<file path="src/rtl/frame_sequencer.sv">
// Per-frame erase -> move -> redraw sequencer for the platform drawer.
// Divides clk into frames and emits draw/enable/erase/wr_gate strobes.
module frame_sequencer #(
    parameter int CLK_PER_FRAME = 833333,
    parameter int DRAW_CYCLES   = 24,
    parameter int MOVE_DIV      = 1
) (
    input  logic       clk,
    input  logic       resetn,
    input  logic       pause,
    input  logic       left_btn,
    input  logic       right_btn,
    output logic       left,
    output logic       right,
    output logic       enable,
    output logic       draw,
    output logic       erase,
    output logic       wr_gate,
    output logic       frame_tick,
    output logic [7:0] frame_count,
    output logic       overrun
);

    localparam int TW = $clog2(CLK_PER_FRAME);
    localparam int CW = (DRAW_CYCLES > 1) ? $clog2(DRAW_CYCLES) : 1;
    localparam int MW = (MOVE_DIV > 1) ? $clog2(MOVE_DIV) : 1;

    localparam logic [TW-1:0] T_MAX  = TW'(CLK_PER_FRAME - 1);
    localparam logic [CW-1:0] C_LOAD = CW'(DRAW_CYCLES - 1);
    localparam logic [MW-1:0] M_MAX  = MW'(MOVE_DIV - 1);

    typedef enum logic [2:0] {
        S_WAIT,
        S_ERASE_START,
        S_ERASE,
        S_MOVE,
        S_DRAW_START,
        S_DRAW
    } state_t;

    state_t          state, state_n;
    logic [TW-1:0]   timer;
    logic [CW-1:0]   cnt, cnt_n;
    logic [MW-1:0]   move_cnt, move_cnt_n;
    logic            left_n, right_n;
    logic            done;

    assign frame_tick = (timer == T_MAX);

    // Frame timer free-runs regardless of the sequencer state.
    always_ff @(posedge clk) begin
        if (!resetn)
            timer <= '0;
        else if (frame_tick)
            timer <= '0;
        else
            timer <= timer + TW'(1);
    end

    always_ff @(posedge clk) begin
        if (!resetn) begin
            state       <= S_WAIT;
            cnt         <= '0;
            move_cnt    <= '0;
            left        <= 1'b0;
            right       <= 1'b0;
            frame_count <= '0;
            overrun     <= 1'b0;
        end else begin
            state    <= state_n;
            cnt      <= cnt_n;
            move_cnt <= move_cnt_n;
            left     <= left_n;
            right    <= right_n;
            if (done)
                frame_count <= frame_count + 8'd1;
            // A tick arriving mid-sequence is dropped, never queued.
            if (frame_tick && state != S_WAIT)
                overrun <= 1'b1;
        end
    end

    always_comb begin
        state_n    = state;
        cnt_n      = cnt;
        move_cnt_n = move_cnt;
        left_n     = left;
        right_n    = right;
        draw       = 1'b0;
        erase      = 1'b0;
        wr_gate    = 1'b0;
        enable     = 1'b0;
        done       = 1'b0;
        unique case (state)
            S_WAIT: begin
                if (frame_tick && !pause) begin
                    state_n = S_ERASE_START;
                    left_n  = left_btn & ~right_btn;
                    right_n = right_btn & ~left_btn;
                    cnt_n   = C_LOAD;
                end
            end
            S_ERASE_START: begin
                draw    = 1'b1;
                erase   = 1'b1;
                wr_gate = 1'b1;
                state_n = S_ERASE;
            end
            S_ERASE: begin
                erase   = 1'b1;
                wr_gate = 1'b1;
                if (cnt == '0)
                    state_n = S_MOVE;
                else
                    cnt_n = cnt - CW'(1);
            end
            S_MOVE: begin
                enable     = (move_cnt == '0);
                move_cnt_n = (move_cnt == M_MAX) ? '0 : move_cnt + MW'(1);
                cnt_n      = C_LOAD;
                state_n    = S_DRAW_START;
            end
            S_DRAW_START: begin
                draw    = 1'b1;
                wr_gate = 1'b1;
                state_n = S_DRAW;
            end
            S_DRAW: begin
                wr_gate = 1'b1;
                if (cnt == '0) begin
                    state_n = S_WAIT;
                    done    = 1'b1;
                end else begin
                    cnt_n = cnt - CW'(1);
                end
            end
            default: state_n = S_WAIT;
        endcase
    end

endmodule

</file>
<file path="config.mk">
export PLATFORM = sky130hd
export DESIGN_NAME = frame_sequencer
export DESIGN_NICKNAME = d
export VERILOG_FILES = /design/src/rtl/frame_sequencer.sv
export SDC_FILE = /design/constraint.sdc
export NUM_CORES = 1
export LEC_CHECK = 0
export CAP_MARGIN = 20
export CORE_MARGIN = 3
export CORE_UTILIZATION = 50
export DETAILED_ROUTE_END_ITERATION = 10
export DONT_BUFFER_PORTS = 1
export PLACE_DENSITY_LB_ADDON = 0.1
export SLEW_MARGIN = 20
export SYNTH_ARGS = -nofsm -noshare
export SYNTH_HDL_FRONTEND = slang
export SYNTH_SLANG_ARGS = --single-unit
export TNS_END_PERCENT = 10
</file>
<file path="constraint.sdc">
create_clock -name clk -period 1.8 [get_ports clk]
set_input_delay 0.09 -clock clk [delete_from_list [all_inputs] [get_ports clk]]
set_output_delay 0.09 -clock clk [all_outputs]
set_load 0.01 [all_outputs]
</file>
# After elaboration in Yosys (flattened, before gate mapping)
# Index checks and enable logic that the tools add are counted.
word_totals:
  wordCells: 57
  ff_bits: 40
op_classes:
  n_bitwise: 6
  n_mux: 14
  n_reduce_logical: 15
  eq_ne: 10
  add_sub_neg: 4
ops:
  columns: ["op", "n"]
  rows:
  - ["$add 20x1->20 const B", 1]
  - ["$eq 20x20->1 const B", 1]
  - ["$pmux 3 s6", 1]
  - ["$pmux 5 s3", 1]
  - ["$mux 5", 2]
  - ["$mux 3", 3]
  - ["$add 8x1->8 const B", 1]
  - ["$ne 2x2->1 const B", 4]
  - ["$reduce_or 2->1", 4]
  - ["$mux 1", 7]
  - ["$eq 3x2->1 const B", 2]
  - ["$eq 3x3->1 const B", 2]
  - ["$reduce_and 3->1", 2]
  - ["$reduce_bool 3->1", 2]
  - ["$logic_not 5->1", 1]
  - ["$sub 5x1->5 const B", 1]
  - ["$not 1->1", 4]
  - ["$reduce_or 4->1", 1]
  - ["$eq 3x1->1 const B", 1]
  - ["$logic_not 3->1", 1]
  - ["$and 1x1->1", 2]
  - ["$logic_and 1x1->1", 2]
  - ["$reduce_and 2->1", 1]
  - ["$add 1x1->1 const B", 1]
  - ["$logic_not 1->1", 1]

# Longest topological paths before layout
# Gate-level depths: netlist of the first run.
depth:
  depth_word: 4
  depth_mapped: 8

# Least setup slack after synthesis of the first run
# No wires, ideal clock.
synth_path:
  path_kind: "register to register"
  start: "register cnt[0]"
  end: "register frame_count[5]"
  t_required_ps: 1672
  path_stages_with_launch: 8
  setup_slack_ps: -119
  t_arrival_ps: 1791
  cell_sequence: "dfxtp_1 inv_1 ha_1 or4b_2 nor3_1 nand4_1 xor2_1 nor2_1"
synth_between:
  elab_chain_len: 3
synth_lines:
  columns: ["item", "line", "rtl"]
  rows:
  - ["start, declared", "43", "logic [CW-1:0] cnt, cnt_n;"]
  - ["start signal, assigned", "71", "cnt <= cnt_n;"]
  - ["$logic_not 5->1", "130", "if (cnt == '0) begin"]
  - ["$mux 1", "130", null]
  - ["$mux 1", "94", "unique case (state)"]
  - ["end signal, assigned", "76", "frame_count <= frame_count + 8'd1;"]
  - ["end, declared", "20", "output logic [7:0] frame_count,"]
# No other way between the ends.
# A chain may end at the register's enable or synchronous reset.

# Worst setup path after layout of the first run
layout_path:
  start: "register timer[14]"
  end: "register right"
layout_between:
  elab_chain_len: 3
layout_lines:
  columns: ["item", "line", "rtl"]
  rows:
  - ["start, declared", "42", "logic [TW-1:0] timer;"]
  - ["start signal, assigned", "57", "timer <= timer + TW'(1);"]
  - ["$eq 20x20->1", "48", "assign frame_tick = (timer == T_MAX);"]
  - ["$logic_and 1x1->1", "96", "if (frame_tick && !pause) begin"]
  - ["$reduce_and 2->1 (no source line)", null, null]
  - ["end signal, assigned", "74", "right <= right_n;"]
  - ["end, declared", "14", "output logic right,"]
# No other way between the ends.

==> results.py, run 1 <==
metrics = {
    "power_and_ir_drop": {
        "p_per_area_nw_per_um2": 740,
        "ir_worst_vdd_mv": 0.425,
        "p_total_mw": 1.67,
        "p_leak_nw": 0.842,
    },
    "yosys": {
        "syn_nets": 228,
        "synth_cell_types": 40,
        "ys_ff_latch": 39,
        "syn_inst": 219,
        "synthFlopType": "dfxtp_1",
        "synth_edf_count": 0,
        "yosysWarnings": 0,
        "async_flop_share": 0,
        "synthesis.area_um2": 1860,
        "avgSynthCellArea_um2": 8.48,
        "yosysSeqAreaShare": 0.420,
    },
    "drt": {
        "first_pass_iters": 4,
        "wirelength_um": 3890,
        "wl_per_cell_um": 13.4,
        "antenna_left": 0,
        "drcViolationCount": 0,
        "viasPerCell": 5.50,
        "drtIter0Drc": 93,
        "vias": 1594,
    },
    "sta": {
        "holdWs_ns": 0.0780,
        "finalHoldViolCount": 0,
        "fmax_mhz": 536,
        "final.setup.worst_slack_ns": -0.0655,
        "slew_headroom": 0.603,
        "setup_viol": 7,
        "period_needed_ns": 1.87,
        "worst_pin_slew_ns": 0.589,
        "fin_crit_sh": 1.04,
        "skew_ns": 0.00469,
        "slew_viol_final": 0,
        "rsz0062_at_grt": "yes",
    },
    "cts": {
        "path_clk_slew_ns": 0.08,
        "cts_buffer_depth": 2,
        "cts_tree": "yes",
        "cts_root_buffer": "clkbuf_8",
        "clock_sinks": 39,
        "cts-buffers-inserted": 5,
        "h-tree-depth": 2,
        "clock_latency_ns": 0.29,
    },
    "global_route": {
        "antenna_found_initial": 0,
        "grt_pass1_wl_um": 6650,
        "track_usage": 0.198,
        "grt_max_degree": 20,
        "overflow": 0,
        "grt_pass1_vias": 1566,
    },
    "setup_path": {
        "end_kind": "flip-flop",
        "cp_data_arrival_time_ns": 2.08,
        "reg2reg_from": "timer[14]",
        "criticalPathCategory": "flip-flop to flip-flop",
        "cp-start-kind": "flip-flop",
        "cp_max_fo": 5,
        "r2r_end": "right",
        "worst_ep_required_time_ns": 2.02,
        "regToRegSetupSlack_ns": -0.07,
        "rr_worst_depth": 6,
    },
    "hold_path": {
        "hold_path.class": "input port to flip-flop",
        "worstHoldStart": "resetn",
        "min_to": "timer[16]",
        "hold_depth": 3,
    },
    "cells_and_area": {
        "fin_util": 0.653,
        "stdcell_count": 290,
        "synthToLayoutAreaGrowth_pct": 21.9,
        "n_antenna_cell": 0,
        "drive_gt1_frac": 0.201,
        "fin_nets": 252,
    },
    "floorplanning": {
        "die_h_um": 66.9,
        "core_area_um2": 3470,
        "die_area_um2": 4480,
        "start_util": 0.535,
        "ios": 21,
        "fp.dieW_um": 66.9,
        "rows": 21,
    },
    "placed_design": {
        "gp_congestion": 0.870,
        "dp_cells": 274,
        "place.port_buffers": 0,
        "dp_slack_ns": -0.0976,
        "post-dp-hpwl_um": 2790,
    },
    "run_status": {
        "violations": "negative setup slack",
        "status": "finished with violations",
    },
    "run": {
        "maxCapViolations": 0,
    },
}
-- through the flow --
| stage | TNS (ns) | instance area [um^2] |
|---|---|---|
| floorplan | 0 | 1870 |
| global route | -1.98 | 2260 |
| finish | -0.330 | 2260 |
| detailed placement | -0.179 | 2020 |
| CTS | -0.668 | 2230 |
| global placement | -0.0157 | 2020 |
-- cells in the final DEF (no fill, tap or decap), drive strengths merged, types with 3 or more instances in the layout --
cell type    netlist  final
and4               3      3
nor2              42     42
inv                6      6
nand2             22     22
o21ai              6      6
dlygate4sd3        0      4
and3               3      3
xnor2             11     11
ha                 4      4
dfxtp             39     39
buf                5     21
xor2              16     16
nand3              7      7
a21oi              9      9
nor3               9      9
clkbuf             3      6
o21a               3      3
nand3b             3      3
nand4              6      6
-- state kept, by name (all words and copies together), names as in the netlist --
name,count
timer,20
frame_count,8
cnt,5
state,3
left,1
overrun,1
right,1
-- cells in the mapped netlist, drive strengths merged (2+ instances only) --
| cell | n | area share |
|---|---|---|
| nand2 | 22 | 0.046 |
| nand2b | 2 | 0.0067 |
| xnor2 | 11 | 0.052 |
| nor2 | 42 | 0.085 |
| nor4 | 2 | 0.0067 |
| buf | 5 | 0.022 |
| dfxtp | 39 | 0.42 |
| or4b | 2 | 0.013 |
| nand4b | 2 | 0.0094 |
| nand3 | 7 | 0.019 |
| inv | 6 | 0.012 |
| o21ai | 6 | 0.016 |
| a21oi | 9 | 0.024 |
| ha | 4 | 0.027 |
| and3 | 3 | 0.011 |
| a311oi | 2 | 0.0094 |
| clkbuf | 3 | 0.0061 |
| nor4b | 2 | 0.018 |
| xor2 | 16 | 0.075 |
| and4 | 3 | 0.014 |
| o21a | 3 | 0.012 |
| nand3b | 3 | 0.012 |
| nor3 | 9 | 0.024 |
| nand4 | 6 | 0.020 |
-- cell families after synthesis --
kind of cell / after synthesis / share of synthesized area
AO/OA/AOI/OAI: 24 / 0.0788
XOR/XNOR: 27 / 0.127
adder cells (fa/ha/maj): 4 / 0.0270
buffers and inverters: 15 / 0.0418
flip-flops: 39 / 0.420
AND/OR/NAND/NOR: 110 / 0.305
-- where the power goes --
part	internal (mW)	switching, mW
registers	0.868	0.00513
logic	0.0225	0.0255
clock network	0.448	0.306
-- repair_timing --
item | in CTS | in global routing
pin swaps | 22 | 3
resized for setup | 12 | 7
buffers inserted | 3 | 1
setup endpoints to repair | 5 | 33
gates cloned | 0 | 0
endpoints found under the hold margin | 6 | 0
hold buffers | 4 | 0
-- how the worst max path moves through the flow --
stage	to	start
after floorplan	timer[17]	timer[16]
after global routing	right	timer[14]
after CTS	cnt[1]	timer[14]
after global placement	cnt[0]	timer[16]
final	right	timer[14]
after detailed placement	cnt[1]	timer[16]
-- final cells by class --
class	count	area, um^2
inverters	7	28.8
multi-input cells	165	1050
clock inverters	2	35.0
flip-flops and latches	39	785
well taps	46	57.6
clock buffers	6	82.6
repair buffers	25	225
fillers	306	1200
-- metal layers --
metal  vias up  share of wire  GRT usage
met5         -              0          0
met4         0          0.015     0.0785
met3         6          0.075     0.0624
met2        54           0.47      0.329
met1       740           0.44      0.234
li1        794              -          -
-- critical path, cell delays in order (launching register included) --
cell	delay [ns]
dfxtp_2	0.32
or4b_4	0.54
nor4b_4	0.29
and4b_2	0.35
buf_6	0.11
nand3b_1	0.07
a21oi_1	0.12
(Power assumes the default switching activity.)
==> run 2, diff against run 1 <==
- ABC_AREA: not set -> 1
==> run 2 against run 1 <==
Compared with the run above:
- the run now ends clean
- combinational power increased to 13 times the previous value
- area after synthesis increased by 7.0%
- sequential power increased by 14%
- routed wire length decreased by 0.21%
- via count increased by 7.8%
- critical endpoint is now frame_tick
==> results.py, run 2 <==
metrics = {
    "floorplanning": {
        "ios": 21,
        "die_h_um": 69.0,
        "core_area_um2": 3740,
        "rows": 22,
        "fp.dieW_um": 69.0,
        "die_area_um2": 4770,
        "start_util": 0.531,
    },
    "global_route": {
        "antenna_found_initial": 0,
        "grt_pass1_wl_um": 6890,
        "grt_max_degree": 14,
        "track_usage": 0.176,
        "overflow": 0,
        "grt_pass1_vias": 1559,
    },
    "setup_path": {
        "criticalPathCategory": "flip-flop to primary output",
        "cp_max_fo": 4,
        "cp_slowest_cell": "nor4_1",
        "path_cells": "inv_1 -> ha_1 -> nand3_1 -> nor4_1 -> buf_4",
        "worst_ep_required_time_ns": 1.71,
        "regToRegSetupSlack_ns": 0.25,
        "cp_data_arrival_time_ns": 1.50,
        "cp-start-kind": "flip-flop",
        "crit_path_max_incr_delay_ns": 0.36,
        "end_kind": "primary output",
    },
    "sta": {
        "setup-tns-final_ns": 0,
        "slew_viol_final": 0,
        "setup_viol": 0,
        "period_needed_ns": 1.59,
        "fin_crit_sh": 0.884,
        "rsz0062_at_grt": "no",
        "final.setup.worst_slack_ns": 0.209,
        "fmax_mhz": 629,
        "slew_headroom": 0.750,
        "worst_pin_slew_ns": 0.371,
        "holdWs_ns": 0.0161,
        "skew_ns": 0.00607,
        "finalHoldViolCount": 0,
    },
    "yosys": {
        "ys_ff_latch": 39,
        "synth_commonest_cells": "nand2_1, nor2_1, dfxtp_1",
        "synth_top_area_frac": 0.393,
        "synthTopCellsByArea": "dfxtp_1, nand2_1, nor2_1, inv_1, nand3_1",
        "yosysSeqAreaShare": 0.393,
        "syn_inst": 282,
        "yosysWarnings": 0,
        "avgSynthCellArea_um2": 7.05,
        "synth_cell_types": 28,
        "synth_top_area_cell": "dfxtp_1",
        "syn_nets": 291,
        "async_flop_share": 0,
        "synth_edf_count": 0,
        "synthFlopType": "dfxtp_1",
        "synthesis.area_um2": 1990,
        "yosysMostFrequentCell": "nand2_1",
    },
    "cts": {
        "path_clk_slew_ns": 0.08,
        "cts_tree": "yes",
        "cts-buffers-inserted": 5,
        "clock_latency_ns": 0.29,
        "clock_sinks": 39,
        "cts_buffer_depth": 2,
        "h-tree-depth": 2,
        "cts_root_buffer": "clkbuf_8",
    },
    "placed_design": {
        "place_area_um2": 2070,
        "post-dp-hpwl_um": 2890,
        "dp_slack_ns": 0.194,
        "place.port_buffers": 0,
        "gp_congestion": 0.848,
    },
    "cells_and_area": {
        "regArea_um2": 781,
        "final_cell_mix": "nand2_1, nor2_1, dfxtp_1",
        "filler_cell_count": 374,
        "final_area_um2": 2180,
        "largest_register": "timer",
        "multiInputGateArea_um2": 1050,
        "final_common_cell": "nand2_1",
        "n_antenna_cell": 0,
        "largest_register_ffs": 20,
        "drive_gt1_frac": 0.0986,
        "largest_registers": "timer: 20 flops, frame_count: 8 flops, cnt: 5 flops",
        "fin_nets": 302,
        "synthToLayoutAreaGrowth_pct": 9.63,
    },
    "drt": {
        "vias": 1718,
        "drcViolationCount": 0,
        "wl_per_cell_um": 11.3,
        "first_pass_iters": 4,
        "antenna_left": 0,
        "viasPerCell": 5.02,
        "wirelength_um": 3880,
        "drtIter0Drc": 175,
    },
    "power_and_ir_drop": {
        "p_per_area_nw_per_um2": 1010,
        "p_leak_nw": 0.911,
        "ir_worst_vdd_mv": 0.535,
    },
    "run": {
        "maxCapViolations": 0,
    },
    "hold_path": {
        "hold_path.class": "input port to flip-flop",
    },
    "run_status": {
        "status": "completed",
    },
}
[run 2: repair_timing]
action,CTS,global route
hold endpoints to repair,13,0
hold buffers,2,0
endpoints found under the setup margin,0,1
setup buffers,0,1
gates resized for setup,0,0
[run 2: final cells by class]
cell class / count / area share
Timing Repair Buffer: 6 / 0.0287
Clock inverter: 3 / 0.00689
Tap cell: 48 / 0.0276
Multi-Input combinational cell: 204 / 0.483
Sequential cell: 39 / 0.358
Inverter: 37 / 0.0638
Clock buffer: 5 / 0.0316
[run 2: metrics by stage]
step                      std cells   util  total power, mW
after floorplan                 282      -             1.52
after global placement          331  0.552             1.62
after detailed placement        331  0.552             1.63
after CTS                       341  0.580             2.22
after global routing            342  0.582             2.37
final                           342  0.582             2.19
[run 2: final timing paths]
path                         end  cells after the start  startpoint
setup / recovery      frame_tick                      5    timer[0]
setup reg to reg  frame_count[5]                      8      cnt[0]
hold reg to reg         timer[0]                      1    timer[0]
hold / removal             right                      4   right_btn
[run 2: cells by family after synthesis]
logic type               after synthesis  synth area share
AO/OA/AOI/OAI                         27            0.0705
XOR/XNOR                              13            0.0573
adder cells (fa/ha/maj)                4            0.0252
buffers and inverters                 39            0.0775
flip-flops                            39             0.393
AND/OR/NAND/NOR                      160             0.377
[run 2: metal layers]
layer  track usage  routed length, um  vias to the layer above
met4        0.0521                 57                        0
met1         0.242               2010                      763
met2         0.258               1620                       29
met3        0.0612                196                        6
met5             0                  0                        -
li1              -                  -                      920
[run 2: critical path, delay by kind of cell, from the launching register on]
| kind | cells | cell delay [ns] |
|---|---|---|
| flip-flops | 1 | 0.34 |
| adder cells (fa/ha/maj) | 1 | 0.14 |
| AND/OR/NAND/NOR | 2 | 0.49 |
| buffers and inverters | 2 | 0.25 |
[run 2: where the power goes]
part	leakage [nW]	switching (mW)	internal [mW]
Combinational	0.547	0.412	0.208
Clock	0.0477	0.312	0.265
Sequential	0.316	0.0568	0.935
Total	0.911	0.781	1.41
==> run 3, diff against run 2 <==
- CTS_BUF_LIST: not set -> sky130_fd_sc_hd__clkbuf_2
- CTS_CLUSTER_DIAMETER: not set -> 60
- MAX_ROUTING_LAYER: not set -> met4
==> run 3 against run 2 <==
Compared with the run above:
- count of clock-buffer cells in the layout unchanged
- highest routed layer unchanged
- via count shrank 0.47%
- routed wire length shrank 0.95%
- global-route usage grew 0.49 points
- maximum frequency decreased by 6.9%
- final cell count up 0.58%
- sequential share of layout area rose by 0.29 points
- critical endpoint unchanged
- largest cell class unchanged
- non-clock buffer count increased by 2
==> results.py, run 3 (synthesis results as in run 2) <==
metrics = {
    "drt": {
        "antenna_left": 0,
        "first_pass_iters": 4,
        "wl_per_cell_um": 11.2,
        "vias": 1710,
        "viasPerCell": 4.97,
        "drtIter0Drc": 122,
        "drcViolationCount": 0,
        "wirelength_um": 3840,
    },
    "setup_path": {
        "cp-start-kind": "flip-flop",
        "end_kind": "primary output",
        "cp_data_arrival_time_ns": 1.62,
        "criticalPathCategory": "flip-flop to primary output",
        "cp_max_fo": 4,
        "worst_ep_required_time_ns": 1.71,
    },
    "power_and_ir_drop": {
        "p_total_mw": 2.01,
        "p_per_area_nw_per_um2": 929,
        "p_leak_nw": 0.906,
        "ir_worst_vdd_mv": 0.416,
    },
    "sta": {
        "period_needed_ns": 1.71,
        "fin_crit_sh": 0.949,
        "holdWs_ns": 0.0418,
        "worst_pin_slew_ns": 0.396,
        "finalHoldViolCount": 0,
        "setup-tns-final_ns": 0,
        "rsz0062_at_grt": "yes",
        "setup_viol": 0,
        "slew_viol_final": 0,
        "slew_headroom": 0.735,
        "skew_ns": 0.0128,
        "fmax_mhz": 585,
    },
    "cells_and_area": {
        "largest_register": "timer",
        "filler_cell_count": 372,
        "stdcell_count": 344,
        "final_common_cell": "nand2_1",
        "drive_gt1_frac": 0.101,
        "n_antenna_cell": 0,
        "synthToLayoutAreaGrowth_pct": 8.75,
        "largest_registers": "timer: 20 flops, frame_count: 8 flops, cnt: 5 flops",
        "fin_nets": 304,
        "largest_register_ffs": 20,
        "fin_util": 0.577,
        "final_cell_mix": "nand2_1, nor2_1, dfxtp_1",
    },
    "cts": {
        "cts_tree": "yes",
        "path_clk_slew_ns": 0.19,
        "cts-buffers-inserted": 5,
        "h-tree-depth": 2,
        "cts_root_buffer": "clkbuf_2",
        "clock_sinks": 39,
        "cts_buffer_depth": 2,
        "clock_latency_ns": 0.40,
    },
    "global_route": {
        "grt_max_degree": 14,
        "overflow": 0,
        "grt_pass1_vias": 1575,
        "track_usage": 0.181,
        "grt_pass1_wl_um": 6880,
        "antenna_found_initial": 0,
    },
    "floorplanning": {
        "die_area_um2": 4770,
        "die_h_um": 69.0,
        "ios": 21,
        "fp.dieW_um": 69.0,
        "rows": 22,
        "core_area_um2": 3740,
        "start_util": 0.531,
    },
    "placed_design": {
        "gp_congestion": 0.861,
        "dp_cells": 331,
        "place.port_buffers": 0,
        "post-dp-hpwl_um": 2890,
    },
    "run_status": {
        "status": "completed",
    },
    "run": {
        "maxCapViolations": 0,
    },
    "hold_path": {
        "hold_path.class": "input port to flip-flop",
    },
}
-- run 3: final cells by class --
cell class / instances / area (um^2) / area share
Multi-Input combinational cell: 204 / 1060 / 0.490
Clock buffer: 5 / 25.0 / 0.0116
Timing Repair Buffer: 8 / 82.6 / 0.0382
Inverter: 37 / 139 / 0.0643
Sequential cell: 39 / 781 / 0.361
Clock inverter: 3 / 15.0 / 0.00695
Tap cell: 48 / 60.1 / 0.0278
-- run 3: worst paths after layout --
check        startpoint              to  slack, ns  cells after the start
min reg2reg    timer[0]        timer[0]       0.48                      1
max reg2reg      cnt[0]  frame_count[5]       0.25                      8
max            timer[0]      frame_tick       0.09                      5
min               pause            left       0.04                      5
-- run 3: per-layer routing --
| metal | vias up | routed length (um) | part of all wire | track usage |
|---|---|---|---|---|
| li1 | 925 | - | - | - |
| met1 | 751 | 1960 | 0.51 | 0.235 |
| met3 | 6 | 192 | 0.050 | 0.0598 |
| met4 | 0 | 60 | 0.016 | 0.0586 |
| met2 | 28 | 1630 | 0.42 | 0.265 |
| met5 | - | 0 | 0 | - |
-- run 3: worst max-delay path: stages (launching register included) --
cell,delay [ns]
dfxtp_1,0.37
inv_1,0.07
ha_1,0.14
nand3_1,0.14
nor4_2,0.34
buf_4,0.17
-- run 3: power by group --
group / internal (mW) / switching, mW / leakage (nW)
sequential: 0.937 / 0.0566 / 0.316
clock: 0.0892 / 0.300 / 0.0325
combinational: 0.211 / 0.414 / 0.557
-- run 3: repair_timing --
| action | CTS | global route |
|---|---|---|
| gates resized for setup | 0 | 1 |
| setup buffers | 0 | 1 |
| hold buffers | 4 | 0 |
| hold endpoints to repair | 38 | 0 |
| setup endpoints to repair | 0 | 2 |
-- run 3: metrics by stage --
| stage | setup WS (ns) | cell area (um^2) |
|---|---|---|
| 2_1_floorplan | 0.385 | 1990 |
| 3_3_place_gp | 0.266 | 2070 |
| 3_5_place_dp | 0.194 | 2070 |
| 4_1_cts | 0.0196 | 2150 |
| 5_1_grt | -0.0417 | 2160 |
| 6_report | 0.0920 | 2160 |
